===== src/rtl/mem_stage.sv =====
// mem_stage: MEM pipeline stage with 64-word data memory, MEM/WB register, fault flag and store counter
module mem_stage (
   input  logic        clk,
   input  logic        rst,
   input  logic        i_mem_read,
   input  logic        i_mem_write,
   input  logic        i_mem_to_reg,
   input  logic        i_reg_write,
   input  logic        i_branch,
   input  logic        i_zflag,
   input  logic [31:0] i_alu_result,
   input  logic [31:0] i_read_rb_2,
   input  logic [31:0] i_address_pc,
   input  logic [4:0]  i_write_address,
   input  logic        i_stall,
   output logic        o_pcsrc,
   output logic [31:0] o_branch_target,
   output logic        o_reg_write,
   output logic        o_mem_to_reg,
   output logic [31:0] o_read_data,
   output logic [31:0] o_alu_result,
   output logic [4:0]  o_write_address,
   output logic        o_misaligned,
   output logic [15:0] o_store_count
);
   logic [31:0] mem_q [0:63];
   logic [5:0]  idx;
   logic        misal, wr_en;
   logic        reg_write_q, reg_write_d, mem_to_reg_q, mem_to_reg_d, misaligned_q, misaligned_d;
   logic [31:0] read_data_q, read_data_d, alu_result_q, alu_result_d;
   logic [4:0]  write_address_q, write_address_d;
   logic [15:0] store_count_q, store_count_d;

   assign idx             = i_alu_result[7:2];
   assign misal           = (i_mem_read | i_mem_write) & (|i_alu_result[1:0]);
   assign wr_en           = i_mem_write & ~misal & ~i_stall;
   assign o_pcsrc         = i_branch & i_zflag & ~rst;
   assign o_branch_target = i_address_pc;

   always_comb begin
      reg_write_d     = i_stall ? reg_write_q : i_reg_write & ~(i_mem_read & misal);
      mem_to_reg_d    = i_stall ? mem_to_reg_q : i_mem_to_reg;
      read_data_d     = i_stall ? read_data_q : (i_mem_read & ~misal) ? mem_q[idx] : 32'd0;
      alu_result_d    = i_stall ? alu_result_q : i_alu_result;
      write_address_d = i_stall ? write_address_q : i_write_address;
      misaligned_d    = misaligned_q | (misal & ~i_stall);
      store_count_d   = store_count_q + {15'd0, wr_en};
   end

   always_ff @(posedge clk) begin
      if (rst) begin
         reg_write_q     <= 1'b0;
         mem_to_reg_q    <= 1'b0;
         read_data_q     <= 32'd0;
         alu_result_q    <= 32'd0;
         write_address_q <= 5'd0;
         misaligned_q    <= 1'b0;
         store_count_q   <= 16'd0;
         for (int i = 0; i < 64; i++) mem_q[i] <= 32'd0;
      end else begin
         reg_write_q     <= reg_write_d;
         mem_to_reg_q    <= mem_to_reg_d;
         read_data_q     <= read_data_d;
         alu_result_q    <= alu_result_d;
         write_address_q <= write_address_d;
         misaligned_q    <= misaligned_d;
         store_count_q   <= store_count_d;
         if (wr_en) mem_q[idx] <= i_read_rb_2;
      end
   end

   assign o_reg_write     = reg_write_q;
   assign o_mem_to_reg    = mem_to_reg_q;
   assign o_read_data     = read_data_q;
   assign o_alu_result    = alu_result_q;
   assign o_write_address = write_address_q;
   assign o_misaligned    = misaligned_q;
   assign o_store_count   = store_count_q;
endmodule


===== config.mk =====
export PLATFORM = sky130hd
export DESIGN_NAME = mem_stage
export DESIGN_NICKNAME = d
export VERILOG_FILES = /design/src/rtl/mem_stage.sv
export SDC_FILE = /design/constraint.sdc
export NUM_CORES = 2
export LEC_CHECK = 0
export ABC_AREA = 1
export CORE_ASPECT_RATIO = 1.1
export CORE_UTILIZATION = 67
export DETAILED_ROUTE_END_ITERATION = 10
export PLACE_DENSITY = 0.82
export SLEW_MARGIN = 10
export SYNTH_ARGS = -nofsm -noshare
export SYNTH_HDL_FRONTEND = slang
export SYNTH_SLANG_ARGS = --single-unit

===== constraint.sdc =====
create_clock -name clk -period 6.53 [get_ports clk]
set_clock_uncertainty 0.2 [all_clocks]
set_input_delay 1.6325 -clock clk [delete_from_list [all_inputs] [get_ports clk]]
set_output_delay 1.6325 -clock clk [all_outputs]
set_load 0.005 [all_outputs]

After elaboration in Yosys (flattened, before gate mapping) --
Memories as Yosys holds them, arrays and structs flattened. Cells that the tools add are included.
Storage, ports and cells: register bits after elaboration 88, input port bits 110, output and inout port bits 121, memories 1, memory bits (writable) 2048
Operators by class: multiplexer cells 9, bitwise logic cells 15, reduce and logical (&&, ||, !) cells 2, add/sub/neg operators 1
Memory list:
- mem_q | depth 64, width 32, rd ports 1, clocked after Yosys merged registers in 0, write ports 64, RTL line 26 | logic [31:0] mem_q [0:63];
Operator list (number):
- $mux 32 | 2
- $reduce_or 32->1 | 1
- $add 16x1->16 | 1
- $and 1x1->1 | 9
- $mux 1 | 6
- $mux 6 | 1
- $not 1->1 | 4
- $or 1x1->1 | 2
- $reduce_or 2->1 | 1

Depth between registers and ports, before layout --
word-level depth 10, gate-level depth with buffers 17, gate-level depth less buffers 14

Least setup slack after synthesis --
Ideal clock, no wire load.
path type input port to flip-flop, start input port i_alu_result[2], end memory mem_q[0][0] (enable), setup slack 2222 ps, required time 5941 ps, library setup time 389 ps, stages on the path 8, data arrival time 3719 ps, cell sequence buf_2 -> buf_2 -> buf_2 -> buf_2 -> nor3_2 -> nand2_1 -> clkbuf_1 -> nand2_1
RTL lines:
- start: declaration | RTL line 11 | input logic [31:0] i_alu_result,
- end: declaration | RTL line 26

Final worst setup path --
start input port rst, end output port o_pcsrc
Between the ends: longest elaborated chain between the ends 2
RTL lines:
- start: declaration | RTL line 4 | input logic rst,
- $not 1->1 | RTL line 37 | assign o_pcsrc = i_branch & i_zflag & ~rst;
- $and 1x1->1 | RTL line 37
- end: declaration | RTL line 16 | output logic o_pcsrc,
No other way between the ends.

==> flow_summary.yaml <==
synth:
  netlist_top_cells_area: "edfxtp_1 (62%), nand2_1 (23%), nor2_1 (8.4%), clkbuf_1 (2.8%), dfxtp_1 (1.8%)"
  syn_avg_cell_area_um2: 8.65
  syn_area_mm2: 0.0985
  synth_cell_types: 27
  yosysTopAreaCellShare_pct: 62.4
  netlist_instances: 11387
  yosysWarnings: 0
  synth-seq-cells: 2136
  syn-num-nets: 11499
  ys_seq_area_share_pct: 64.2
  yosys.area.top_type: "edfxtp_1"
layout:
  drive_gt1_share_pct: 5.33
  area_growth_pct: 9.56
  layout_common_cells: "nand2_1 (5,929), nor2_1 (2,205), edfxtp_1 (2,048)"
  fin_area_mm2: 0.108
  final_common_cell: "nand2_1"
  utilization_pct: 73.9
  regMostFlops: "mem_q"
  nNetsFinal: 11248
  largest_reg_flops: 2048
worst_hold_path:
  hold_path_class: "flip-flop to flip-flop"
  whs_path_depth: 2
die:
  fp.dieH_um: 404
  start_util_pct: 67.5
  die_w_um: 368
  rows: 147
  io-pin-count: 231
  coreArea_mm2: 0.146
  die_area_mm2: 0.149
worst_setup_path:
  reg2regPathDepth: 12
  crit_required_ns: 4.70
  startpoint_type: "primary input"
  setup.worst_path.end_class: "output port"
  path_cells: "buf_2 -> buf_4 -> nor2_1 -> clkdlybuf4s50_1"
  path_max_fanout: 39
  slowest_delay_ns: 0.55
  cp_slowest_cell: "buf_4"
  path_class: "primary input to output port"
  critPathTopFamily: "buffers and inverters"
  crit_buf_inv: 3
  crit_cells: 4
  cp.arrival_ns: 2.99
placement:
  place_congestion: 1.06
  placement.cell_area_mm2: 0.101
  place_ws_ns: 1.02
  hpwl_um: 181000
  portBuffers: 166
global_routing:
  antenna_found_initial: 6
  grt_pass1_wl_um: 445000
  grt_pass1_vias: 73967
  grt_max_degree: 204
  grtUsageTotal_pct: 40.4
  globalRouteOverflowTotal: 0
sta:
  finalSetupViolCount: 0
  tightest_slew_ns: 1.20
  finalMaxSlewViolations: 0
  finalHoldViolCount: 0
  fmax_ghz: 0.207
  fin_setup_tns_ns: 0
  rsz0062_at_grt: "false"
  period_share_pct: 73.8
  maxSlewHeadroom_pct: 19.8
  fin_ws_ns: 1.71
  fin_crit_ns: 4.82
drt:
  post_drt_wl_per_cell_um: 22.8
  drtPass1Iterations: 7
  route.detailed.drc: 0
  ant_nets: 0
  vias_per_cell: 5.96
  routed_wl_um: 301000
  drt_iter0_markers: 11764
  vias: 78942
clock_tree:
  clkSlewWorstSetupHoldPaths_ns: 0.07
  clk-insertion-delay-late_ns: 0.87
  cts_hold_buf: 0
  cts_setup_buffers: 0
  cts_sinks: 2136
  ctsRootBufferMaster: "clkbuf_16"
  clockBufferDepth: 3
  cts_resized: 0
  htreeDepth: 4
  cts_tree: "built"
  numCtsBuffers: 203
pwr:
  ir_drop_mv: 0.280
  power_density_mw_per_mm2: 281
  leakagePower_uw: 0.0477
outcome:
  status: "complete, no violations"
run:
  drv_cap: 0
-- area by class of cell --
cell class	instances	area [um^2]
diodes	2	5.00
clock buffers	253	5350
clock inverters	122	1160
fillers	10036	38100
inverters	74	338
multi-input cells	8302	31500
flip-flops and latches	2136	63300
well taps	1937	2420
repair buffers	419	3850
-- per-layer routing --
layer	up-vias	global-route usage, %	share of wire (%)
li1	35217	-	-
met1	36721	51.2	33
met2	5923	60.7	44
met3	1075	11.0	14
met4	6	28.4	8.1
met5	-	0	0.014
-- cell usage after synthesis --
library cell  count
nand4_1           1
inv_1            37
o21ai_0          54
edfxtp_1       2048
ha_1              2
nand3_1          17
nor3b_1           1
xnor2_1           1
nor3_1           12
a21oi_1          48
xor2_1            1
buf_1            44
nand2_1        5929
nor4_2            1
o211ai_1          5
clkinv_1          1
buf_2            77
nor2_1         2205
or2_2             7
dfxtp_1          88
clkbuf_1        722
nor4_1            6
buf_4            32
inv_2            36
a31oi_1           1
and3_1            1
nor3_2           10
-- through the flow --
| stage | std cells | total power (uW) | hold WS [ns] |
|---|---|---|---|
| after floorplan | 11387 | 17700 | 0.262 |
| after global placement | 12868 | 18700 | 0.254 |
| after detailed placement | 12868 | 18800 | 0.260 |
| after CTS | 13243 | 30200 | 0.270 |
| after global routing | 13243 | 31000 | 0.285 |
| final | 13245 | 30300 | 0.274 |
-- path summary, 6_finish.rpt --
path | to | slack (ns) | startpoint
max | o_pcsrc | 1.71 | rst
min | o_read_data[31]$_SDFFE_PP0N_ | 0.27 | o_read_data[31]$_SDFFE_PP0N_
max reg2reg | o_read_data[26]$_SDFFE_PP0N_ | 4.06 | mem_q[3][26]$_SDFFCE_PN0P_
min reg2reg | o_read_data[31]$_SDFFE_PP0N_ | 0.27 | o_read_data[31]$_SDFFE_PP0N_
-- tightest hold or removal path: stages (launching register included) --
cell,delay (ns)
dfxtp_1,0.31
nand2_1,0.06
a21oi_1,0.05
-- report_power, final --
group,internal (uW),total [uW],switching (uW)
logic,642,2790,2140
registers,15600,15800,194
clock network,6560,11700,5160
-- logic make-up (layout without fill, tap and decap cells) --
| kind of cell | Yosys count | after routing | share of synthesized area (%) |
|---|---|---|---|
| XOR/XNOR | 2 | 2 | 0.0178 |
| flip-flops | 2136 | 2136 | 64.2 |
| buffers and inverters | 949 | 868 | 3.84 |
| AO/OA/AOI/OAI | 108 | 108 | 0.563 |
| other | 0 | 2 | 0 |
| AND/OR/NAND/NOR | 8190 | 8190 | 31.4 |
| adder cells (fa/ha/maj) | 2 | 2 | 0.0254 |
(Power assumes the default switching activity.)
